==> src/rtl/sobol_point_sequencer_if.sv <==
// Request, response and downstream sample channels between the Sobol point
// sequencer (master), the sobol generator and the path builder.
interface sobol_point_sequencer_if #(
  parameter int WIDTH = 32,
  parameter int M     = 50
);
  localparam int DIM_W = (M > 1) ? $clog2(M) : 1;

  logic             req_valid;
  logic             req_ready;
  logic [WIDTH-1:0] req_idx;
  logic [DIM_W-1:0] req_dim;

  logic             rsp_valid;
  logic             rsp_ready;
  logic [WIDTH-1:0] rsp_data;

  logic             out_valid;
  logic             out_ready;
  logic [WIDTH-1:0] out_data;
  logic [WIDTH-1:0] out_idx;
  logic [DIM_W-1:0] out_dim;
  logic             out_last_dim;
  logic             out_last;

  modport master (
    output req_valid, req_idx, req_dim,
    input  req_ready,
    input  rsp_valid, rsp_data,
    output rsp_ready,
    output out_valid, out_data, out_idx, out_dim, out_last_dim, out_last,
    input  out_ready
  );

  modport slave (
    input  req_valid, req_idx, req_dim,
    output req_ready,
    output rsp_valid, rsp_data,
    input  rsp_ready,
    input  out_valid, out_data, out_idx, out_dim, out_last_dim, out_last,
    output out_ready
  );
endinterface

==> src/rtl/sobol_point_sequencer.sv <==
// Issues (idx, dim) requests for a block of Sobol points, pairs in-order
// responses with their tags and streams them downstream with point/block framing.
module sobol_point_sequencer #(
  parameter int WIDTH   = 32,
  parameter int M       = 50,
  parameter int MAX_OUT = 4
) (
  input  logic                     clk,
  input  logic                     rst,
  input  logic                     start,
  input  logic [WIDTH-1:0]         start_idx,
  input  logic [WIDTH-1:0]         num_points,
  output logic                     busy,
  output logic                     done,
  output logic                     err,
  sobol_point_sequencer_if.master  bus
);
  localparam int DIM_W = (M > 1) ? $clog2(M) : 1;
  localparam int PTR_W = (MAX_OUT > 1) ? $clog2(MAX_OUT) : 1;
  localparam int CNT_W = $clog2(MAX_OUT + 1);
  localparam logic [DIM_W-1:0] LAST_DIM = DIM_W'(M - 1);
  localparam logic [CNT_W-1:0] OUT_MAX  = CNT_W'(MAX_OUT);

  typedef enum logic [1:0] {IDLE, ISSUE, DRAIN, FIN} state_t;

  typedef struct packed {
    logic [WIDTH-1:0] idx;
    logic [DIM_W-1:0] dim;
    logic             last_dim;
    logic             last;
  } tag_t;

  state_t           state_q, state_d;
  logic [WIDTH-1:0] cur_idx;
  logic [DIM_W-1:0] cur_dim;
  logic [WIDTH-1:0] pts_left;
  logic [CNT_W-1:0] outstanding;
  logic [PTR_W-1:0] wr_ptr, rd_ptr;
  tag_t             tag_mem [MAX_OUT];
  tag_t             issue_tag, out_tag;
  logic [WIDTH-1:0] out_data;
  logic             out_valid;
  logic             req_valid, req_fire;
  logic             rsp_ready, rsp_fire;
  logic             is_last_dim;

  assign is_last_dim = (cur_dim == LAST_DIM);
  assign issue_tag   = {cur_idx, cur_dim, is_last_dim, is_last_dim && (pts_left == WIDTH'(1))};
  assign req_fire    = req_valid && bus.req_ready;
  // A response is only taken when it can land in the output register this cycle.
  assign rsp_ready   = (outstanding != '0) && (!out_valid || bus.out_ready);
  assign rsp_fire    = bus.rsp_valid && rsp_ready;

  // NOTE: state and datapath registers use non-blocking assignments so every
  // flop samples pre-edge values regardless of process evaluation order.
  always_ff @(posedge clk or posedge rst) begin
    if (rst) state_q <= IDLE;
    else     state_q <= state_d;
  end

  always_comb begin
    // NOTE: every signal written here gets a default first so no latch is inferred.
    state_d   = state_q;
    req_valid = 1'b0;
    unique case (state_q)
      IDLE:  if (start) state_d = (num_points != '0) ? ISSUE : FIN;
      ISSUE: begin
        // Tag FIFO depth equals MAX_OUT, so outstanding < MAX_OUT also means not full.
        req_valid = (outstanding < OUT_MAX);
        if (req_valid && bus.req_ready && issue_tag.last) state_d = DRAIN;
      end
      DRAIN: if ((outstanding == '0) && (!out_valid || bus.out_ready)) state_d = FIN;
      FIN:   state_d = IDLE;
      default: state_d = IDLE;
    endcase
  end

  assign busy = (state_q != IDLE);
  assign done = (state_q == FIN);

  always_ff @(posedge clk or posedge rst) begin
    if (rst) begin
      cur_idx     <= '0;
      cur_dim     <= '0;
      pts_left    <= '0;
      outstanding <= '0;
      wr_ptr      <= '0;
      rd_ptr      <= '0;
      err         <= 1'b0;
      out_valid   <= 1'b0;
      out_data    <= '0;
      out_tag     <= '0;
    end else begin
      if ((state_q == IDLE) && start) begin
        cur_idx  <= start_idx;
        cur_dim  <= '0;
        pts_left <= num_points;
      end else if (req_fire) begin
        if (is_last_dim) begin
          cur_dim  <= '0;
          cur_idx  <= cur_idx + WIDTH'(1);
          pts_left <= pts_left - WIDTH'(1);
        end else begin
          cur_dim  <= cur_dim + DIM_W'(1);
        end
      end

      if (req_fire) wr_ptr <= wr_ptr + PTR_W'(1);
      if (rsp_fire) rd_ptr <= rd_ptr + PTR_W'(1);

      unique case ({req_fire, rsp_fire})
        2'b10:   outstanding <= outstanding + CNT_W'(1);
        2'b01:   outstanding <= outstanding - CNT_W'(1);
        default: outstanding <= outstanding;
      endcase

      if (bus.rsp_valid && (outstanding == '0)) err <= 1'b1;

      if (rsp_fire) begin
        out_valid <= 1'b1;
        out_data  <= bus.rsp_data;
        out_tag   <= tag_mem[rd_ptr];
      end else if (bus.out_ready) begin
        out_valid <= 1'b0;
      end
    end
  end

  // NOTE: tag storage is not reset; the cleared pointers and outstanding count
  // are what define which entries are live.
  always_ff @(posedge clk) begin
    if (req_fire) tag_mem[wr_ptr] <= issue_tag;
  end

  assign bus.req_valid    = req_valid;
  assign bus.req_idx      = cur_idx;
  assign bus.req_dim      = cur_dim;
  assign bus.rsp_ready    = rsp_ready;
  assign bus.out_valid    = out_valid;
  assign bus.out_data     = out_data;
  assign bus.out_idx      = out_tag.idx;
  assign bus.out_dim      = out_tag.dim;
  assign bus.out_last_dim = out_tag.last_dim;
  assign bus.out_last     = out_tag.last;
endmodule
==> src/flat_wrapper.sv <==
// flat-port wrapper written by rule: the top's interface ports become plain ports
module sobol_point_sequencer_flat 
#(
  parameter int WIDTH   = 32,
  parameter int M       = 50,
  parameter int MAX_OUT = 4
)
  (clk, rst, start, start_idx, num_points, busy, done, err, bus_req_valid, bus_req_idx, bus_req_dim, bus_req_ready, bus_rsp_valid, bus_rsp_data, bus_rsp_ready, bus_out_valid, bus_out_data, bus_out_idx, bus_out_dim, bus_out_last_dim, bus_out_last, bus_out_ready);
  sobol_point_sequencer_if #(.WIDTH(WIDTH), .M(M)) bus_i ();
  input  logic clk;
  input  logic rst;
  input  logic start;
  input  logic [WIDTH-1:0] start_idx;
  input  logic [WIDTH-1:0] num_points;
  output logic busy;
  output logic done;
  output logic err;
  output wire logic [$bits(bus_i.req_valid)-1:0] bus_req_valid;
  output wire logic [$bits(bus_i.req_idx)-1:0] bus_req_idx;
  output wire logic [$bits(bus_i.req_dim)-1:0] bus_req_dim;
  input wire logic [$bits(bus_i.req_ready)-1:0] bus_req_ready;
  input wire logic [$bits(bus_i.rsp_valid)-1:0] bus_rsp_valid;
  input wire logic [$bits(bus_i.rsp_data)-1:0] bus_rsp_data;
  output wire logic [$bits(bus_i.rsp_ready)-1:0] bus_rsp_ready;
  output wire logic [$bits(bus_i.out_valid)-1:0] bus_out_valid;
  output wire logic [$bits(bus_i.out_data)-1:0] bus_out_data;
  output wire logic [$bits(bus_i.out_idx)-1:0] bus_out_idx;
  output wire logic [$bits(bus_i.out_dim)-1:0] bus_out_dim;
  output wire logic [$bits(bus_i.out_last_dim)-1:0] bus_out_last_dim;
  output wire logic [$bits(bus_i.out_last)-1:0] bus_out_last;
  input wire logic [$bits(bus_i.out_ready)-1:0] bus_out_ready;
  assign bus_req_valid = bus_i.req_valid;
  assign bus_req_idx = bus_i.req_idx;
  assign bus_req_dim = bus_i.req_dim;
  assign bus_i.req_ready = bus_req_ready;
  assign bus_i.rsp_valid = bus_rsp_valid;
  assign bus_i.rsp_data = bus_rsp_data;
  assign bus_rsp_ready = bus_i.rsp_ready;
  assign bus_out_valid = bus_i.out_valid;
  assign bus_out_data = bus_i.out_data;
  assign bus_out_idx = bus_i.out_idx;
  assign bus_out_dim = bus_i.out_dim;
  assign bus_out_last_dim = bus_i.out_last_dim;
  assign bus_out_last = bus_i.out_last;
  assign bus_i.out_ready = bus_out_ready;
  sobol_point_sequencer #(.WIDTH(WIDTH), .M(M), .MAX_OUT(MAX_OUT)) u_core (.clk(clk), .rst(rst), .start(start), .start_idx(start_idx), .num_points(num_points), .busy(busy), .done(done), .err(err), .bus(bus_i));
endmodule
==> config.mk <==
export PLATFORM = sky130hd
export DESIGN_NAME = sobol_point_sequencer_flat
export DESIGN_NICKNAME = d
export VERILOG_FILES = /design/src/rtl/sobol_point_sequencer_if.sv /design/src/rtl/sobol_point_sequencer.sv /design/src/flat_wrapper.sv
export SDC_FILE = /design/constraint.sdc
export NUM_CORES = 1
export LEC_CHECK = 0
export CORE_UTILIZATION = 35
export DETAILED_ROUTE_END_ITERATION = 12
export HOLD_SLACK_MARGIN = 0.1
export SLEW_MARGIN = 20
export SYNTH_ARGS = -nofsm -noshare
export SYNTH_HDL_FRONTEND = slang
export SYNTH_SLANG_ARGS = --single-unit
==> constraint.sdc <==
create_clock -name clk -period 15.8 [get_ports clk]
set_input_delay 3.16 -clock clk [delete_from_list [all_inputs] [get_ports clk]]
set_output_delay 3.16 -clock clk [all_outputs]
set_load 0.005 [all_outputs]
==> results of run 1 <==
==> registers in the layout (all words and copies together) (netlist names) <==
register / cells
u_core.bus.out_data: 32
u_core.bus.out_dim: 6
u_core.bus.out_idx: 32
u_core.bus.out_last: 1
u_core.bus.out_last_dim: 1
u_core.bus.out_valid: 1
u_core.bus.req_dim: 6
u_core.bus.req_idx: 32
u_core.err: 1
u_core.outstanding: 3
u_core.pts_left: 32
u_core.rd_ptr: 2
u_core.state_q: 2
u_core.tag_mem: 160
u_core.wr_ptr: 2
==> cell usage after synthesis (all sizes together) (2+ instances only) <==
cell,count,area (sq um)
and3,3,18.8
inv,20,75.1
or2,3,18.8
nand4,22,138
xnor2,28,245
a21oi,6,30.0
nor2b,5,31.3
mux4,40,901
and2,6,37.5
a31o,3,26.3
mux2,40,450
and4,3,26.3
o31ai,5,37.5
nor3,17,90.1
edfxtp,160,4800
or3,14,87.6
nand2,174,656
dfrtp,153,3830
ha,15,188
nand3,24,120
o21ai,59,295
clkbuf,32,120
nor2,39,146
xor2,23,201
or4,8,63.8
nor4b,4,35.0
nor4,29,209
nand4b,2,23.8
or4b,4,40.0
a31oi,16,100
buf,51,352
nand2b,3,18.8
==> worst reg2reg max path: cells and delay by family, from the launching register on <==
kind	cells	cell delay (ns)
buffers and inverters	4	1.45
DFF	1	0.42
xor gates and xnor gates	2	0.29
adders and majority gates	2	0.52
and+or+nand+nor	4	0.58
==> area by class of cell <==
class                   instances  area, sq um
clock buffers                  48          975
diodes                          1         2.50
fillers                      3478        20700
well taps                     511          639
multi-input cells             608         4370
flip-flops and latches        313         8640
inverters                      20         81.3
clock inverters                16          160
repair buffers                231         2280
==> cell families after synthesis <==
group	count (synthesis)
simple gates	366
compound gates	94
xor+xnor	51
flops	313
fa+ha+maj	16
buf+inv	103
mux	81
==> where the power goes <==
part           total (W)  leakage (nW)  switching [W]  internal, W
Sequential       0.00115          3.44       0.000107      0.00104
Combinational   0.000699          2.47       0.000296     0.000403
Clock           0.000803         0.560       0.000321     0.000482
==> through the flow <==
step	hold slack (ns)	instance area (sq um)
CTS	0.464	17100
floorplan	0.451	13500
finish	0.458	17100
global placement	0.441	16000
global route	0.496	17100
detailed placement	0.451	16000
==> routing by layer <==
metal  share of wire (%)  routed length [microns]
met1                  44                    14700
met2                  48                    16100
met3                 5.8                     1950
met4                 1.6                      540
met5               0.072                       24
==> how the worst max path moves through the flow <==
| stage | slack (ns) | startpoint | cells past startpoint | to |
|---|---|---|---|---|
| 5_1_grt | 8.21 | bus_out_ready | 4 | bus_rsp_ready |
| 6_report | 8.30 | bus_out_ready | 4 | bus_rsp_ready |
| 2_1_floorplan | 8.52 | rst | 1 | u_core.bus.out_data[0] |
| 4_1_cts | 8.29 | bus_out_ready | 4 | bus_rsp_ready |
| 3_3_place_gp | 8.29 | bus_out_ready | 4 | bus_rsp_ready |
| 3_5_place_dp | 8.30 | bus_out_ready | 4 | bus_rsp_ready |
==> flow_metrics.tcl, run 1 <==
set metrics [dict create \
    routed_wl_microns 33300 \
    dr.pass1.iters 5 \
    start_util_pct 35.8 \
    synth_top_family_by_area "simple AND/OR/NAND/NOR gates" \
    hold_viol_final 0 \
    crit_arrival_ns 4.34 \
    cap_violations 0 \
    required_ns 12.64 \
    finalCritPeriodShare_pct 47.5 \
    synth_compound_area_share_pct 3.91 \
    cts_tree "yes" \
    antenna_found_initial 3 \
    cts_max_path_buffers 3 \
    mostFrequentLayoutCells "clkdlybuf4s50_1, nand2_1, edfxtp_1, dfrtp_1, o21ai_0" \
    syn-num-nets 1142 \
    slowest_delay_ns 0.52 \
    reg2reg_to "u_core.outstanding[2]" \
    synth_edf_count 160 \
    synth_mux_area_share_pct 10.1 \
    post_drt_wl_per_cell_microns 19.1 \
    gp_congestion 0.794 \
    drv_slew 0 \
    final_common_cell "clkdlybuf4s50_1" \
    cts.sinks 313 \
    ys_seq_elements 313 \
    io_buffers 217 \
    min_path_cells 1 \
    status "finished, final reports clean" \
    path_delay_family "buffers and inverters" \
    rows 71 \
    ys.flop_type "edfxtp_1" \
    critPathMaxFanout 3 \
    max_slew.worst_pin.slew_ns 1.00 \
    final_antenna_net_count 0 \
    skew_ns 0.0202 \
    avgSynthCellArea_sq_um 13.2 \
    hpwl_microns 21900 \
    grt_start_max_net_pins 105 \
    grt_overflow 0 \
    preCtsSetupSlack_ns 8.30 \
    hp-start "u_core.err" \
    cp_slowest_cell "clkdlybuf4s50_1" \
    finalSetupViolCount 0 \
    crit_path_frequent_cell "clkdlybuf4s50_1" \
    die_h_microns 199 \
    async_flop_share_pct 48.9 \
    grt_use_met3_pct 3.98 \
    ir_drop_uv 103 \
    fmax_mhz 133 \
    worstHoldEndpoint "u_core.err" \
    hold_buffers 0 \
    yosysWarnings 0 \
    synthAdderAreaFrac_pct 1.53 \
    io_pins 218 \
    p_per_area_nw_per_um2 154 \
    grt-busiest-layer "met2" \
    crit_path_end_kind "output port" \
    max_slew_margin_pct 33.0 \
    grt_use_total_pct 17.2 \
    core_sq_um 37800 \
    cts_resized 0 \
    hold_class "reg2reg" \
    syn_to_final_growth_pct 26.7 \
    drt_iter0_drc 572 \
    p_leak_nw 6.48 \
    critPathBufInv 2 \
    clk_pin_slew_ns 0.06 \
    die_w_microns 199 \
    synth-xor-area-share_pct 3.30 \
    synth-simple-area-share_pct 13.4 \
    cp-start-kind "input pin" \
    grt_pass1_wl_microns 51400 \
    criticalPathCategory "in2out" \
    grt_pass1_vias 8679 \
    period_needed_ns 7.50 \
    clockRootBuffer "clkbuf_16" \
    setup_ws_ns 8.30 \
    layout.nets 1327 \
    cp_cell_sequence "clkdlybuf4s50_1 -> nor2b_1 -> nor2_1 -> clkdlybuf4s50_1" \
    h-tree-depth 2 \
    gr-usage-met2_pct 27.9 \
    gr-usage-met1_pct 23.2 \
    synthCells 1024 \
    synth_seq_area_share_pct 63.8 \
    post_cts_buffers 0 \
    fin_util_pct 45.3 \
    rrSetupSlack_ns 12.43 \
    grt_setup_unrepaired "false" \
    vias_per_cell 4.99 \
    drive_above_1_share_pct 13.7 \
    die_area_sq_um 39500 \
    ys_types 56 \
    cts_buffers 35 \
    dp.cells 1683 \
    ff2ff_path_depth 12 \
    synth_area_sq_um 13500 \
    drc 0 \
    power.total_w 0.00265 \
    reg2reg_from "u_core.outstanding[1]" \
    tns_ns 0 \
    instances_no_fill 1748 \
    dr_total_vias 8723 \
    clk_latency_ns 0.53 \
]
Power figures use the tool's default switching activity.
==> inputs of run 2 (changes only) <==
Clock period 15.8 ns to 6.1 ns, I/O delays scaled along.
==> flow_metrics.tcl, run 2 (synthesis results as in run 1) <==
set metrics [dict create \
    hp-start "u_core.bus.out_data[2]" \
    reg2reg_to "u_core.pts_left[30]" \
    criticalPathCategory "in2reg" \
    mostFrequentLayoutCells "clkdlybuf4s50_1, nand2_1, edfxtp_1, dfrtp_1, o21ai_0" \
    internal_power_w 0.00494 \
    final_common_cell "clkdlybuf4s50_1" \
    swShare_pct 27.8 \
    power.switching_w 0.00191 \
    largest_reg_flops 160 \
    pwr-share-clk_pct 30.0 \
    p_per_area_nw_per_um2 399 \
    cts.sinks 313 \
    worstHoldEndpoint "u_core.bus.out_data[2]" \
    io_buffers 217 \
    grt_pass1_vias 8640 \
    clk_pin_slew_ns 0.06 \
    core_sq_um 37800 \
    clk_latency_ns 0.52 \
    drc 0 \
    cts_max_path_buffers 3 \
    hpwl_microns 22300 \
    hold_viol_final 0 \
    grt_use_total_pct 17.1 \
    post_drt_wl_per_cell_microns 19.1 \
    hold_buffers 0 \
    syn_to_final_growth_pct 26.7 \
    regMostFlops "u_core.tag_mem" \
    fmax_mhz 273 \
    final_antenna_net_count 0 \
    die_w_microns 199 \
    drt_iter0_drc 541 \
    io_pins 218 \
    dr_total_vias 8691 \
    comb_power_share_pct 26.6 \
    die_area_sq_um 39500 \
    dr.pass1.iters 5 \
    h-tree-depth 2 \
    ir_drop_uv 216 \
    period_needed_ns 3.66 \
    crit_arrival_ns 4.09 \
    instances_no_fill 1751 \
    p_leak_nw 6.46 \
    cts_tree "yes" \
    cp-start-kind "input pin" \
    dp.cells 1683 \
    tns_ns 0 \
    clockRootBuffer "clkbuf_16" \
    finalCritPeriodShare_pct 60.0 \
    vias_per_cell 4.96 \
    critPathMaxFanout 20 \
    cap_violations 0 \
    required_ns 6.53 \
    routed_wl_microns 33500 \
    min_path_cells 2 \
    cts_resized 0 \
    p_seq_share_pct 43.4 \
    rrSetupSlack_ns 2.93 \
    grt_overflow 0 \
    grt_pass1_wl_microns 51400 \
    max_slew.worst_pin.slew_ns 0.989 \
    status "finished, final reports clean" \
    rows 71 \
    max_slew_margin_pct 34.1 \
    gp_congestion 0.821 \
    cts_buffers 37 \
    grt_start_max_net_pins 105 \
    finalSetupViolCount 0 \
    die_h_microns 199 \
    hold_class "reg2reg" \
    drv_slew 0 \
    antenna_found_initial 2 \
    ff2ff_path_depth 9 \
    layout.nets 1329 \
    start_util_pct 35.8 \
    grt_setup_unrepaired "false" \
    drive_above_1_share_pct 13.7 \
    post_cts_buffers 0 \
    skew_ns 0.0215 \
    reg2reg_from "u_core.state_q[1]" \
    crit_path_end_kind "flip-flop" \
]
## run 2: area by class of cell
| type | instances | area, sq um |
|---|---|---|
| fill | 3493 | 20700 |
| sequential | 313 | 8640 |
| multi-input combinational | 608 | 4370 |
| timing repair buffer | 231 | 2280 |
| clock buffer | 55 | 1050 |
| tap | 511 | 639 |
| clock inverter | 11 | 83.8 |
| inverter | 20 | 81.3 |
| antenna | 2 | 5.00 |
## run 2: critical path: stages
cell             delay (ns)
clkdlybuf4s50_1        0.50
and3b_1                0.49
inv_1                  0.36
nor3_4                 0.19
buf_4                  0.31
nand4b_2               0.29
or4_1                  0.55
a31oi_1                0.17
## run 2: routing by layer
metal  track usage [%]  wire length (microns)  up-vias  share of wire (%)
met2              27.2                  15800      216                 47
met1              24.0                  15300     4358                 46
li1                  -                      -     4070                  -
met4              3.87                    521        2                1.6
met3              3.54                   1920       45                5.7
met5                 0                     14        -              0.042
## run 2: how the worst max path moves through the flow
stage,from,to
final,bus_req_ready,u_core.pts_left[30]
after CTS,bus_out_ready,bus_rsp_ready
after detailed placement,bus_req_ready,u_core.bus.req_idx[12]
after floorplan,rst,u_core.bus.out_data[0]
after global placement,bus_req_ready,u_core.bus.req_idx[20]
after global routing,bus_req_ready,u_core.pts_left[30]
## run 2: per-stage QoR
step | util [%] | power (W) | cell area [sq um] | hold slack [ns] | setup slack (ns)
2_1_floorplan | - | 0.00393 | 13500 | 0.451 | 0.759
3_3_place_gp | 42.3 | 0.00485 | 16000 | 0.445 | 1.98
3_5_place_dp | 42.3 | 0.00488 | 16000 | 0.447 | 1.94
4_1_cts | 45.3 | 0.00697 | 17100 | 0.474 | 2.43
5_1_grt | 45.3 | 0.00721 | 17100 | 0.485 | 2.25
6_report | 45.3 | 0.00685 | 17200 | 0.473 | 2.44
## run 2: power by group through the flow
| stage | Sequential, W | Combinational [W] | Clock (W) |
|---|---|---|---|
| after global placement | 0.00300 | 0.00185 | 0 |
| after detailed placement | 0.00301 | 0.00187 | 0 |
| after floorplan | 0.00294 | 0.000995 | 0 |
| final | 0.00297 | 0.00182 | 0.00205 |
| after global routing | 0.00303 | 0.00199 | 0.00219 |
| after CTS | 0.00298 | 0.00187 | 0.00212 |
